<file path="config.mk">
export PLATFORM = sky130hd
export DESIGN_NAME = vga_sync_gen
export DESIGN_NICKNAME = d
export VERILOG_FILES = /design/src/rtl/vga_timing_pkg.sv /design/src/rtl/vga_sync_delay.sv /design/src/rtl/vga_sync_gen.sv
export SDC_FILE = /design/constraint.sdc
export NUM_CORES = 1
export LEC_CHECK = 0
export ABC_CLOCK_PERIOD_IN_PS = 2400
export BUFFER_PORTS_ARGS = -buffer_cell sky130_fd_sc_hd__buf_4
export CORE_MARGIN = 5
export CORE_UTILIZATION = 55
export DETAILED_ROUTE_END_ITERATION = 10
export PLACE_DENSITY = 0.78
export SLEW_MARGIN = 20
export SYNTH_ARGS = -nofsm -noshare
export SYNTH_HDL_FRONTEND = slang
export SYNTH_SLANG_ARGS = --single-unit
</file>
<file path="constraint.sdc">
create_clock -name pixel_clk -period 2.4 [get_ports pixel_clk]
set_input_delay 0.48 -clock pixel_clk [delete_from_list [all_inputs] [get_ports pixel_clk]]
set_output_delay 0.48 -clock pixel_clk [all_outputs]
set_load 0.01 [all_outputs]
</file>
<file path="src/rtl/vga_timing_pkg.sv">
// rtl/vga_timing_pkg.sv - 640x480@60 VGA timing constants shared by the display path
package vga_timing_pkg;

    localparam int VGA_H_ACTIVE = 640;
    localparam int VGA_H_FP     = 16;
    localparam int VGA_H_SYNC   = 96;
    localparam int VGA_H_BP     = 48;

    localparam int VGA_V_ACTIVE = 480;
    localparam int VGA_V_FP     = 10;
    localparam int VGA_V_SYNC   = 2;
    localparam int VGA_V_BP     = 33;

    localparam logic VGA_SYNC_POL = 1'b0;

    function automatic int timing_total(input int active, input int fp, input int sync, input int bp);
        return active + fp + sync + bp;
    endfunction

    localparam int VGA_H_TOTAL = timing_total(VGA_H_ACTIVE, VGA_H_FP, VGA_H_SYNC, VGA_H_BP);
    localparam int VGA_V_TOTAL = timing_total(VGA_V_ACTIVE, VGA_V_FP, VGA_V_SYNC, VGA_V_BP);

endpackage

</file>
<file path="src/rtl/vga_sync_delay.sv">
// rtl/vga_sync_delay.sv - ce-gated shift register aligning sync/blank flags with ROM-delayed colour
module vga_sync_delay #(
    parameter int DEPTH = 1
) (
    input  logic       clk,
    input  logic       rst_n,
    input  logic       ce,
    input  logic [2:0] din,
    output logic [2:0] dout
);

    logic [2:0] stage_q [DEPTH];
    logic [2:0] stage_d [DEPTH];

    always_comb begin
        for (int i = 0; i < DEPTH; i++) begin
            stage_d[i] = stage_q[i];
        end
        if (ce) begin
            stage_d[0] = din;
            for (int i = 1; i < DEPTH; i++) begin
                stage_d[i] = stage_q[i-1];
            end
        end
    end

    // Stages hold "asserted" flags, so zero is the inactive/blank level.
    always_ff @(posedge clk or negedge rst_n) begin
        if (!rst_n) begin
            for (int i = 0; i < DEPTH; i++) begin
                stage_q[i] <= 3'b000;
            end
        end else begin
            for (int i = 0; i < DEPTH; i++) begin
                stage_q[i] <= stage_d[i];
            end
        end
    end

    assign dout = stage_q[DEPTH-1];

endmodule

</file>
<file path="src/rtl/vga_sync_gen.sv">
// rtl/vga_sync_gen.sv - VGA timing master: pixel counters, blanking, delayed syncs, line/frame pulses
module vga_sync_gen
    import vga_timing_pkg::*;
#(
    parameter int   H_ACTIVE = VGA_H_ACTIVE,
    parameter int   H_FP     = VGA_H_FP,
    parameter int   H_SYNC   = VGA_H_SYNC,
    parameter int   H_BP     = VGA_H_BP,
    parameter int   V_ACTIVE = VGA_V_ACTIVE,
    parameter int   V_FP     = VGA_V_FP,
    parameter int   V_SYNC   = VGA_V_SYNC,
    parameter int   V_BP     = VGA_V_BP,
    parameter logic SYNC_POL = VGA_SYNC_POL,
    parameter int   PIPE_DLY = 1
) (
    input  logic       pixel_clk,
    input  logic       rst_n,
    input  logic       pix_ce,
    output logic [9:0] x,
    output logic [9:0] y,
    output logic       video_on,
    output logic       video_on_dly,
    output logic       hsync,
    output logic       vsync,
    output logic       line_start,
    output logic       frame_start
);

    localparam int H_TOTAL = timing_total(H_ACTIVE, H_FP, H_SYNC, H_BP);
    localparam int V_TOTAL = timing_total(V_ACTIVE, V_FP, V_SYNC, V_BP);

    if (H_TOTAL - 1 > 1023 || V_TOTAL - 1 > 1023) begin : g_size_check
        $fatal(1, "vga_sync_gen: H_TOTAL/V_TOTAL exceed 10-bit counters");
    end

    localparam logic [9:0] H_LAST   = 10'(H_TOTAL - 1);
    localparam logic [9:0] V_LAST   = 10'(V_TOTAL - 1);
    localparam logic [9:0] H_ACT    = 10'(H_ACTIVE);
    localparam logic [9:0] V_ACT    = 10'(V_ACTIVE);
    localparam logic [9:0] HS_START = 10'(H_ACTIVE + H_FP);
    localparam logic [9:0] HS_END   = 10'(H_ACTIVE + H_FP + H_SYNC);
    localparam logic [9:0] VS_START = 10'(V_ACTIVE + V_FP);
    localparam logic [9:0] VS_END   = 10'(V_ACTIVE + V_FP + V_SYNC);

    logic [9:0] x_q, x_d, y_q, y_d;
    logic       video_on_q, video_on_d;
    logic       hs_raw_q, hs_raw_d;
    logic       vs_raw_q, vs_raw_d;
    logic       line_start_q, line_start_d;
    logic       frame_start_q, frame_start_d;

    // Flags follow the next-state counts so they describe the x/y presented after this edge.
    always_comb begin
        x_d           = x_q;
        y_d           = y_q;
        video_on_d    = video_on_q;
        hs_raw_d      = hs_raw_q;
        vs_raw_d      = vs_raw_q;
        line_start_d  = 1'b0;
        frame_start_d = 1'b0;
        if (pix_ce) begin
            if (x_q == H_LAST) begin
                x_d           = 10'd0;
                y_d           = (y_q == V_LAST) ? 10'd0 : y_q + 10'd1;
                line_start_d  = 1'b1;
                frame_start_d = (y_q == V_LAST);
            end else begin
                x_d = x_q + 10'd1;
            end
            video_on_d = (x_d < H_ACT) && (y_d < V_ACT);
            hs_raw_d   = (x_d >= HS_START) && (x_d < HS_END);
            vs_raw_d   = (y_d >= VS_START) && (y_d < VS_END);
        end
    end

    always_ff @(posedge pixel_clk or negedge rst_n) begin
        if (!rst_n) begin
            x_q           <= 10'd0;
            y_q           <= 10'd0;
            video_on_q    <= 1'b0;
            hs_raw_q      <= 1'b0;
            vs_raw_q      <= 1'b0;
            line_start_q  <= 1'b0;
            frame_start_q <= 1'b0;
        end else begin
            x_q           <= x_d;
            y_q           <= y_d;
            video_on_q    <= video_on_d;
            hs_raw_q      <= hs_raw_d;
            vs_raw_q      <= vs_raw_d;
            line_start_q  <= line_start_d;
            frame_start_q <= frame_start_d;
        end
    end

    logic [2:0] raw_flags;
    logic [2:0] dly_flags;

    assign raw_flags = {hs_raw_q, vs_raw_q, video_on_q};

    if (PIPE_DLY > 0) begin : g_delay
        vga_sync_delay #(
            .DEPTH (PIPE_DLY)
        ) u_sync_delay (
            .clk   (pixel_clk),
            .rst_n (rst_n),
            .ce    (pix_ce),
            .din   (raw_flags),
            .dout  (dly_flags)
        );
    end else begin : g_bypass
        assign dly_flags = raw_flags;
    end

    assign x            = x_q;
    assign y            = y_q;
    assign video_on     = video_on_q;
    assign video_on_dly = dly_flags[0];
    assign hsync        = dly_flags[2] ? SYNC_POL : ~SYNC_POL;
    assign vsync        = dly_flags[1] ? SYNC_POL : ~SYNC_POL;
    assign line_start   = line_start_q;
    assign frame_start  = frame_start_q;

endmodule

</file>
* Word level (Yosys, flattened, before mapping) *
Index checks and enable logic that the tools add are counted.

storage, ports and cells
  register bits after elaboration = 28
  input bits = 3
  output and inout bits = 26
  word-level logic and storage cells = 32

cells by class
  add/subtract/negate cells = 2
  $lt $le $gt $ge = 6
  equality and inequality tests = 2
  muxes and demuxes = 11
  reduce and logical (&&, ||, !) cells = 3

operators by type and width
  cell                   number
  $mux 10                5
  $add 10x1->10 const B  2
  $eq 10x10->1 const B   2
  $lt 10x10->1 const B   2
  $lt 10x9->1 const B    2
  $ge 10x10->1 const B   1
  $ge 10x9->1 const B    1
  $mux 1                 6
  $logic_and 1x1->1      3

* Logic depth before layout (Yosys ltp) *
Gate-level depths: netlist of run 1.

  depth after elaboration = 6
  depth in mapped cells = 9
  depth with buffers taken out = 7

* By module *
A second synthesis of run 1 with hierarchy kept.

unflattened totals
  cells, all modules = 187
  area, all modules = 1732.9 µm²

modules (own cells, without submodules)
  module          instances  cells each  area each (µm²)  seq. area each (µm²)
  vga_sync_gen    1          181         1624.1           625.6
  vga_sync_delay  1          6           108.9            75.1

* Least setup slack after synthesis of run 1 *
Ideal clock, no wire load.

  path kind = reg2reg
  start point = register x_q[0] (netlist: x[0])
  end point = register vs_raw_q
  library setup time = 0.095 ns
  arrival time = 1.996 ns
  data required time = 2.305 ns
  setup slack = 0.308 ns
  cell stages (with the launch flop) = 8
  path buffers = 1
  period minus slack after synthesis = 2.092 ns
  cells stage by stage = dfrtp_1 -> ha_1 -> and4_1 -> buf_4 -> nand4_4 -> or3_1 -> a211o_1 -> o32ai_2

on the way
  longest elaborated chain between the ends = 5

ends and longest elaborated chain
  item                                        RTL line            RTL
  start: declaration                          vga_sync_gen.sv:45  logic [9:0] x_q, x_d, y_q, y_d;
  start signal: assignment                    vga_sync_gen.sv:78  x_q <= 10'd0;
  start signal: assignment                    vga_sync_gen.sv:86  x_q <= x_d;
  $eq 10x10->1 (*)                            vga_sync_gen.sv:62  if (x_q == H_LAST) begin
  $mux 10 (*)                                 vga_sync_gen.sv:62
  $mux 10 (*)                                 vga_sync_gen.sv:61  if (pix_ce) begin
  $ge 10x9->1 or $lt 10x9->1 (tied branches)  vga_sync_gen.sv:72  vs_raw_d = (y_d >= VS_START) && (y_d < VS_END);
  $logic_and 1x1->1 (*)                       vga_sync_gen.sv:72
  end signal: assignment                      vga_sync_gen.sv:90  vs_raw_q <= vs_raw_d;
  end: declaration                            vga_sync_gen.sv:48  logic vs_raw_q, vs_raw_d;

Mark *: on every way between the ends. The rest lies on a longest branch, timed or not. The select of a mux whose other input is x is not followed.
A chain may end at the register's enable or synchronous reset.

* Worst setup path after layout of run 1 *
  start point = register x_q[1] (netlist: x[1])
  end point = register vs_raw_q

The elaborated chain is that of the path after synthesis.

==> impl_metrics.env, run 1 <==
export IMPL_outcome="completed"
export IMPL_vias=1513
export IMPL_cp_end_kind="flop"
export IMPL_dp_final_hpwl_um=2780
export IMPL_min_period_ps=2190
export IMPL_grt_pass1_wl_um=6600
export IMPL_synth_area_leaders="dfrtp_1 (42%), nand2_1 (5.2%), o21ai_0 (4.2%), xnor2_1 (3.7%), inv_1 (2.7%)"
export IMPL_portBuffers=28
export IMPL_die_w_um=65.2
export IMPL_cp_slowest_stage_delay_ps=450
export IMPL_initial_utilization=0.563
export IMPL_cts_root_buf="clkbuf_4"
export IMPL_drv_cap=0
export IMPL_num_antenna_cells=0
export IMPL_synth_area_um2=1680
export IMPL_post_cts_repair_setup_buffers=0
export IMPL_worst_path_max_fanout=7
export IMPL_synth_common_cells="dfrtp_1 (28), nand2_1 (23), o21ai_0 (14)"
export IMPL_synth_avg_cell_area_um2=8.96
export IMPL_drv_slew=0
export IMPL_track_usage=0.193
export IMPL_fin_skew_ps=9.15
export IMPL_cts_sinks=28
export IMPL_critical_path_cell_chain="ha_1 > and4_2 > nand4_4 > or3_1 > a211o_1 > o32ai_2"
export IMPL_setup_viol=0
export IMPL_cp_data_required_time_ps=2650
export IMPL_core_region_area_um2=2980
export IMPL_fin_hold_ws_ps=41.8
export IMPL_clock_latency_ps=330
export IMPL_yosys_area_top_type_share=0.418
export IMPL_criticalPathCategory="reg2reg"
export IMPL_drtPass1Iterations=4
export IMPL_max_clock_path_buffers=2
export IMPL_ant_nets=0
export IMPL_regToRegSetupSlack_ps=210
export IMPL_finalHoldViolCount=0
export IMPL_worst_slew_pin_slew_ps=503
export IMPL_drcViolationCount=0
export IMPL_grt_max_degree=29
export IMPL_async_flop_share=1.00
export IMPL_power_leakage_uw=0.000814
export IMPL_clkSlewWorstSetupHoldPaths_ps=160
export IMPL_cts_buffers=3
export IMPL_wirelength_um=3920
export IMPL_yosysUniqueCellTypes=48
export IMPL_slowest_stage="dfrtp_1"
export IMPL_cp_arrival_ps=2450
export IMPL_viasPerCell=6.18
export IMPL_drive_gt1_frac=0.226
export IMPL_ys_warn_count=0
export IMPL_drtIter0Drc=91
export IMPL_grt_pass1_vias=1367
export IMPL_syn_inst=187
export IMPL_finalCritPeriodShare=0.914
export IMPL_cts_htree_levels=1
export IMPL_ys_seq_area_frac=0.418
export IMPL_dieArea_um2=4250
export IMPL_hold_class="in2async"
export IMPL_synth_largest_area_cell="dfrtp_1"
export IMPL_yosysMostFrequentCell="dfrtp_1"
export IMPL_path_buf_inv=0
export IMPL_cts_tree="built"
export IMPL_fp_dieH_um=65.2
export IMPL_finalNetCount=219
export IMPL_tns_ps=0
export IMPL_area_growth_pct=15.9
export IMPL_place_congestion=0.845
export IMPL_final_cells=245
export IMPL_fillers=252
export IMPL_slew_headroom=0.660
export IMPL_p_per_area_nw_per_um2=604
export IMPL_vdd_drop_max_mv=0.578
export IMPL_place_inst=241
export IMPL_utilization=0.652
export IMPL_fmax_ghz=0.456
export IMPL_synth_ff_type="dfrtp_1"
export IMPL_io_pins=29
export IMPL_fp_row_count=20
export IMPL_wl_per_cell_um=16.0
export IMPL_synth_fp_nets=193
export IMPL_antenna_found_initial=0
export IMPL_ctsHoldBuffers=0
export IMPL_gr_total_overflow=0
export IMPL_start_kind="flop"
export IMPL_crit_family="simple AND/OR/NAND/NOR gates"
export IMPL_synth_edff_count=0
export IMPL_ys_ff_latch=28
[layout make-up]
| cell class | count | area, um2 | share of cell area |
|---|---|---|---|
| Multi-Input combinational cell | 136 | 877 | 0.452 |
| Sequential cell | 28 | 702 | 0.361 |
| Timing Repair Buffer | 32 | 240 | 0.124 |
| Inverter | 12 | 45.0 | 0.0232 |
| Tap cell | 33 | 41.3 | 0.0213 |
| Clock buffer | 4 | 36.3 | 0.0187 |
[final timing paths]
kind	cells past startpoint	to	startpoint
hold reg to reg	1	g_delay.u_sync_delay.dout[0]$_DFFE_PN0P_	g_delay.u_sync_delay.dout[0]$_DFFE_PN0P_
setup / recovery	6	vs_raw_q$_DFFE_PN0P_	x[1]$_DFFE_PN0P_
setup reg to reg	6	vs_raw_q$_DFFE_PN0P_	x[1]$_DFFE_PN0P_
min in group pixel_clk	2	x[9]$_DFFE_PN0P_	pix_ce
hold / removal	1	x[9]$_DFFE_PN0P_	rst_n
max in group asynchronous	1	x[0]$_DFFE_PN0P_	rst_n
[metal layers]
layer	global-route usage	vias up	routed length (um)
li1	-	731	-
met1	0.273	718	1690
met2	0.308	58	1960
met3	0.0342	6	212
met4	0.0415	0	54
met5	0	-	0
[worst reg2reg max path, cell delays in order, from the launching register on]
cell and delay (ps):
dfrtp_1 450, ha_1 240, and4_2 350, nand4_4 140, or3_1 380, a211o_1 310
o32ai_2 260
[flip-flops by register name, summed over array words and instances, names as in the netlist]
| signal | count |
|---|---|
| line_start | 1 |
| y | 10 |
| g_delay.u_sync_delay.dout | 3 |
| frame_start | 1 |
| vs_raw_q | 1 |
| hs_raw_q | 1 |
| x | 10 |
| video_on | 1 |
[stage by stage]
step | instance area, um2 | setup WS, ps | power, uW
after detailed placement | 1900 | 167 | 938
final | 1940 | 206 | 1170
after CTS | 1930 | 143 | 1170
after global routing | 1940 | -26.9 | 1260
after floorplan | 1680 | 308 | 797
after global placement | 1900 | 260 | 928
[cells in the final DEF (no fill, tap or decap), types with 5 or more instances in the layout]
cell type  count
nand2_1       23
o21ai_0       14
nand3_1        8
a21oi_1        7
or3_1          5
buf_4         32
dfrtp_1       27
inv_1         12
xnor2_1        7
nand4_1        7
nor2_1         9
[power by group]
part	internal (uW)	total, uW	switching [uW]	leakage, uW
Sequential	521	607	86.2	0.000361
Clock	92.8	235	142	0.0000210
Combinational	163	331	168	0.000432
Total	776	1170	397	0.000814
[cells by family after synthesis]
group	Yosys count	share of synthesized area
compound gates	46	0.184
buf+inv	23	0.0627
flops	28	0.418
mux	4	0.0261
xor+xnor	8	0.0418
fa+ha+maj	3	0.0224
simple gates	75	0.244
[timing repair]
action                     4_1_cts  5_1_grt
resized for setup                0        4
setup endpoints to repair        0        5
hold endpoints to repair         0        0
Note: power is estimated with default switching activity, not from simulation.
==> inputs of run 2 (changes only) <==
--- a/config.mk
+++ b/config.mk
@@ -5,12 +5,12 @@
 export SDC_FILE = /design/constraint.sdc
 export NUM_CORES = 1
 export LEC_CHECK = 0
-export ABC_CLOCK_PERIOD_IN_PS = 2400
+export ABC_CLOCK_PERIOD_IN_PS = 2000
 export BUFFER_PORTS_ARGS = -buffer_cell sky130_fd_sc_hd__buf_4
 export CORE_MARGIN = 5
-export CORE_UTILIZATION = 55
+export CORE_UTILIZATION = 50
 export DETAILED_ROUTE_END_ITERATION = 10
-export PLACE_DENSITY = 0.78
+export PLACE_DENSITY = 0.75
 export SLEW_MARGIN = 20
 export SYNTH_ARGS = -nofsm -noshare
 export SYNTH_HDL_FRONTEND = slang
==> constraint.sdc (replaced) <==
create_clock -name pixel_clk -period 2 [get_ports pixel_clk]
set_input_delay 0.4 -clock pixel_clk [delete_from_list [all_inputs] [get_ports pixel_clk]]
set_output_delay 0.4 -clock pixel_clk [all_outputs]
set_load 0.01 [all_outputs]
==> impl_metrics.env, run 2 (synthesized netlist as in run 1, its figures left out) <==
export IMPL_finalNetCount=238
export IMPL_initial_utilization=0.510
export IMPL_cts_root_buf="clkbuf_4"
export IMPL_drcViolationCount=0
export IMPL_core_region_area_um2=3280
export IMPL_grt_pass1_vias=1501
export IMPL_dp_slack_ps=25.1
export IMPL_placedInstanceArea_um2=2060
export IMPL_path_buf_inv=0
export IMPL_die_w_um=67.9
export IMPL_area_growth_pct=28.8
export IMPL_place_congestion=0.948
export IMPL_cp_slowest_stage_delay_ps=440
export IMPL_grt_pass1_wl_um=7080
export IMPL_cp_arrival_ps=2180
export IMPL_p_per_area_nw_per_um2=699
export IMPL_power_leakage_uw=0.000911
export IMPL_fp_row_count=21
export IMPL_ant_nets=0
export IMPL_hold_class="in2reg"
export IMPL_crit_family="simple AND/OR/NAND/NOR gates"
export IMPL_rsz0062_at_grt="yes"
export IMPL_worst_slew_pin_slew_ps=393
export IMPL_drtIter0Drc=160
export IMPL_fin_skew_ps=1.93
export IMPL_cts_htree_levels=1
export IMPL_gr_total_overflow=0
export IMPL_outcome="completed"
export IMPL_viasPerCell=5.82
export IMPL_slowest_stage="dfrtp_1"
export IMPL_track_usage=0.200
export IMPL_fmax_ghz=0.519
export IMPL_drive_gt1_frac=0.338
export IMPL_design_area_um2=2160
export IMPL_drv_cap=0
export IMPL_fin_hold_ws_ps=402
export IMPL_slew_headroom=0.736
export IMPL_clock_latency_ps=330
export IMPL_wl_met2_um=1850
export IMPL_final_common_cell="buf_4"
export IMPL_grt_max_degree=29
export IMPL_cts_tree="built"
export IMPL_wirelength_um=4080
export IMPL_worst_slack_ps=71.8
export IMPL_fp_dieH_um=67.9
export IMPL_portBuffers=28
export IMPL_tns_ps=0
export IMPL_clkSlewWorstSetupHoldPaths_ps=150
export IMPL_final_cell_mix="buf_4 (50), nand2_1 (23), dfrtp_1 (23), o21ai_0 (14), inv_1 (11)"
export IMPL_worst_path_max_fanout=5
export IMPL_met1Wirelength_um=1850
export IMPL_antenna_found_initial=0
export IMPL_cp_end_kind="flop"
export IMPL_wl_met3_um=271
export IMPL_finalCritPeriodShare=0.964
export IMPL_min_period_ps=1930
export IMPL_drtPass1Iterations=5
export IMPL_topRoutingLayerUsed="met4"
export IMPL_dp_final_hpwl_um=3010
export IMPL_cts_sinks=28
export IMPL_io_pins=29
export IMPL_critical_path_cell_chain="nand3_1 > or2_2 > or3_4 > a211o_1 > o32ai_2"
export IMPL_drv_slew=0
export IMPL_finalHoldViolCount=0
export IMPL_wl_per_cell_um=14.7
export IMPL_vdd_drop_max_mv=0.558
export IMPL_cp_data_required_time_ps=2260
export IMPL_setup_viol=0
export IMPL_start_kind="flop"
export IMPL_max_clock_path_buffers=2
export IMPL_criticalPathCategory="reg2reg"
export IMPL_dieArea_um2=4610
export IMPL_num_antenna_cells=0
export IMPL_total_power_uw=1510
export IMPL_cts_buffers=3
export IMPL_vias=1612
## run 2: cell count changes in the layout (fill, tap and decap cells not counted), moves of 2 or more
| cell | change |
|---|---|
| buf_4 | +18 |
| dfrtp_1 | -4 |
| dfrtp_2 | +4 |
| ha_1 | -2 |
## run 2: path summary, 6_finish.rpt
kind                                                                  to  cells past startpoint  slack (ps)                  from
worst min-delay path                                vs_raw_q$_DFFE_PN0P_                      2         400                pix_ce
min in group asynchronous                           line_start$_DFF_PN0_                      2         490                 rst_n
max in group asynchronous                               x[2]$_DFFE_PN0P_                      2        1230                 rst_n
worst max register to register                      vs_raw_q$_DFFE_PN0P_                      5          70      y[1]$_DFFE_PN0P_
worst min register to register  g_delay.u_sync_delay.dout[1]$_DFFE_PN0P_                      2         530  vs_raw_q$_DFFE_PN0P_
worst max-delay path                                vs_raw_q$_DFFE_PN0P_                      5          70      y[1]$_DFFE_PN0P_
## run 2: what timing repair did
action	in CTS	in global routing
buffers inserted	0	1
endpoints found under the hold margin	28	0
gates resized for setup	2	13
hold buffers	1	0
pin swaps	0	2
endpoints found under the setup margin	1	5
## run 2: per-layer routing
layer  up-vias  track usage
met5         -            0
met4         0       0.0893
met3        13       0.0296
met2        61        0.296
met1       768        0.288
li1        770            -
## run 2: power breakdown
group	internal (uW)	switching [uW]	leakage (uW)
sequential	632	77.7	0.000355
combinational	264	250	0.000535
clock	112	174	0.0000210
## run 2: worst reg2reg max path, stage by stage (launching register included)
cell     delay, ps
dfrtp_1        440
nand3_1        140
or2_2          340
or3_4          380
a211o_1        310
o32ai_2        250
## run 2: layout make-up
class	instances	area (um2)
fill	280	1130
multi-input combinational	136	926
sequential	28	707
timing repair buffer	51	385
tap	46	57.6
inverter	12	45.0
clock buffer	4	36.3
## run 2: per-stage QoR
| step | cells | utilization |
|---|---|---|
| 2_1_floorplan | 187 | - |
| 3_3_place_gp | 271 | 0.626 |
| 3_5_place_dp | 271 | 0.626 |
| 4_1_cts | 276 | 0.644 |
| 5_1_grt | 277 | 0.657 |
| 6_report | 277 | 0.657 |
==> inputs of run 3 (changes only) <==
--- a/config.mk
+++ b/config.mk
@@ -10,7 +10,7 @@
 export CORE_MARGIN = 5
 export CORE_UTILIZATION = 50
 export DETAILED_ROUTE_END_ITERATION = 10
-export PLACE_DENSITY = 0.75
+export PLACE_DENSITY_LB_ADDON = 0.1
 export SLEW_MARGIN = 20
 export SYNTH_ARGS = -nofsm -noshare
 export SYNTH_HDL_FRONTEND = slang
==> impl_metrics.env, run 3 (synthesized netlist as in run 1, its figures left out) <==
export IMPL_hold_class="in2async"
export IMPL_wl_met2_um=2300
export IMPL_utilization=0.668
export IMPL_power_leakage_uw=0.000908
export IMPL_max_clock_path_buffers=2
export IMPL_r2r_start="x[1]$_DFFE_PN0P_"
export IMPL_grt_max_degree=29
export IMPL_fmax_ghz=0.514
export IMPL_drive_gt1_frac=0.355
export IMPL_clock_latency_ps=330
export IMPL_finalNetCount=235
export IMPL_reg2regPathDepth=6
export IMPL_wl_met3_um=189
export IMPL_r2r_end="video_on$_DFFE_PN0P_"
export IMPL_final_common_cell="buf_4"
export IMPL_critical_path_cell_chain="ha_4 > and4_4 > nand4_4 > or3_4 > a211oi_1 > o32ai_1"
export IMPL_cp_data_required_time_ps=2210
export IMPL_area_growth_pct=30.9
export IMPL_core_region_area_um2=3280
export IMPL_cp_arrival_ps=2160
export IMPL_outcome="completed"
export IMPL_path_buf_inv=0
export IMPL_cp_slowest_stage_delay_ps=420
export IMPL_endpoint="video_on$_DFFE_PN0P_"
export IMPL_cts_htree_levels=1
export IMPL_vdd_drop_max_mv=0.686
export IMPL_finalCritPeriodShare=0.972
export IMPL_dieArea_um2=4610
export IMPL_fin_skew_ps=16.4
export IMPL_slew_headroom=0.733
export IMPL_crit_family="simple AND/OR/NAND/NOR gates"
export IMPL_wirelength_um=4440
export IMPL_gr_total_overflow=0
export IMPL_drtPass1Iterations=4
export IMPL_setup_viol=0
export IMPL_drv_cap=0
export IMPL_ant_nets=0
export IMPL_vias=1597
export IMPL_track_usage=0.196
export IMPL_cp_end_kind="flop"
export IMPL_topRoutingLayerUsed="met4"
export IMPL_cp_depth=6
export IMPL_start_kind="flop"
export IMPL_tns_ps=0
export IMPL_io_pins=29
export IMPL_antenna_found_initial=0
export IMPL_drv_slew=0
export IMPL_num_antenna_cells=0
export IMPL_worst_path_max_fanout=5
export IMPL_grt_pass1_wl_um=6930
export IMPL_slowest_stage="dfrtp_2"
export IMPL_clkSlewWorstSetupHoldPaths_ps=170
export IMPL_cts_tree="built"
export IMPL_cts_root_buf="clkbuf_4"
export IMPL_final_cell_mix="buf_4 (46), nand2_1 (23), dfrtp_1 (22), o21ai_0 (14), inv_1 (11)"
export IMPL_regToRegSetupSlack_ps=60
export IMPL_initial_utilization=0.510
export IMPL_viasPerCell=5.83
export IMPL_dp_final_hpwl_um=3120
export IMPL_portBuffers=28
export IMPL_fp_row_count=21
export IMPL_cts_sinks=28
export IMPL_drcViolationCount=0
export IMPL_grt_pass1_vias=1553
export IMPL_post_cts_repair_setup_buffers=0
export IMPL_cts_buffers=3
export IMPL_wl_per_cell_um=16.2
export IMPL_die_w_um=67.9
export IMPL_p_per_area_nw_per_um2=725
export IMPL_fp_dieH_um=67.9
export IMPL_place_congestion=0.965
export IMPL_worstSetupStartpoint="x[1]$_DFFE_PN0P_"
export IMPL_finalHoldViolCount=0
export IMPL_worst_slew_pin_slew_ps=397
export IMPL_min_period_ps=1940
export IMPL_criticalPathCategory="reg2reg"
export IMPL_met1Wirelength_um=1870
export IMPL_drtIter0Drc=140
## run 3: changes by cell type in the layout (fill, tap and decap cells not counted), sizes merged
cell / delta
bufinv: +1
buf: -3
clkbuf: -1
## run 3: worst min-delay path by stage
stage                      start                    end  slack, ps  cells past startpoint
after detailed placement   rst_n   line_start$_DFF_PN0_        350                      1
after global routing      pix_ce       y[9]$_DFFE_PN0P_        510                      4
after CTS                 pix_ce   hs_raw_q$_DFFE_PN0P_        470                      5
after floorplan            rst_n  frame_start$_DFF_PN0_        100                      0
after global placement     rst_n   line_start$_DFF_PN0_        340                      1
final                      rst_n   line_start$_DFF_PN0_        500                      2
## run 3: worst reg2reg max path, stage by stage, from the launching register on
cell      delay (ps)
dfrtp_2          420
ha_4             150
and4_4           240
nand4_4          130
or3_4            410
a211oi_1         350
o32ai_1          130
## run 3: layout make-up
class	count	area [um2]
well taps	46	57.6
repair buffers	48	367
clock buffers	3	22.5
clock inverters	1	30.0
multi-input cells	136	963
fillers	290	1090
inverters	12	45.0
flip-flops and latches	28	708
## run 3: through the flow
stage	hold slack [ps]	instance area, um2	cells	power, uW	setup WS (ps)
6_report	497	2190	274	1590	56.1
5_1_grt	508	2190	274	1670	-45.5
4_1_cts	468	2130	274	1590	2.65
3_5_place_dp	346	2040	269	1190	-22.4
3_3_place_gp	338	2040	269	1170	77.9
2_1_floorplan	104	1690	187	970	4.39
## run 3: repair_timing
item                                    in CTS  in global routing
hold buffers                                 1                  0
pin swaps                                    0                  3
gates resized for setup                      5                 19
endpoints found under the hold margin       28                  0
endpoints found under the setup margin       2                  5
## run 3: power by group
| part | internal, uW | switching, uW |
|---|---|---|
| combinational | 249 | 241 |
| sequential | 631 | 93.3 |
| clock | 203 | 173 |
## run 3: routing by layer
metal,up-vias,track usage
li1,765,-
met1,776,0.238
met2,48,0.360
met3,8,0.0246
met4,0,0.0620
met5,-,0
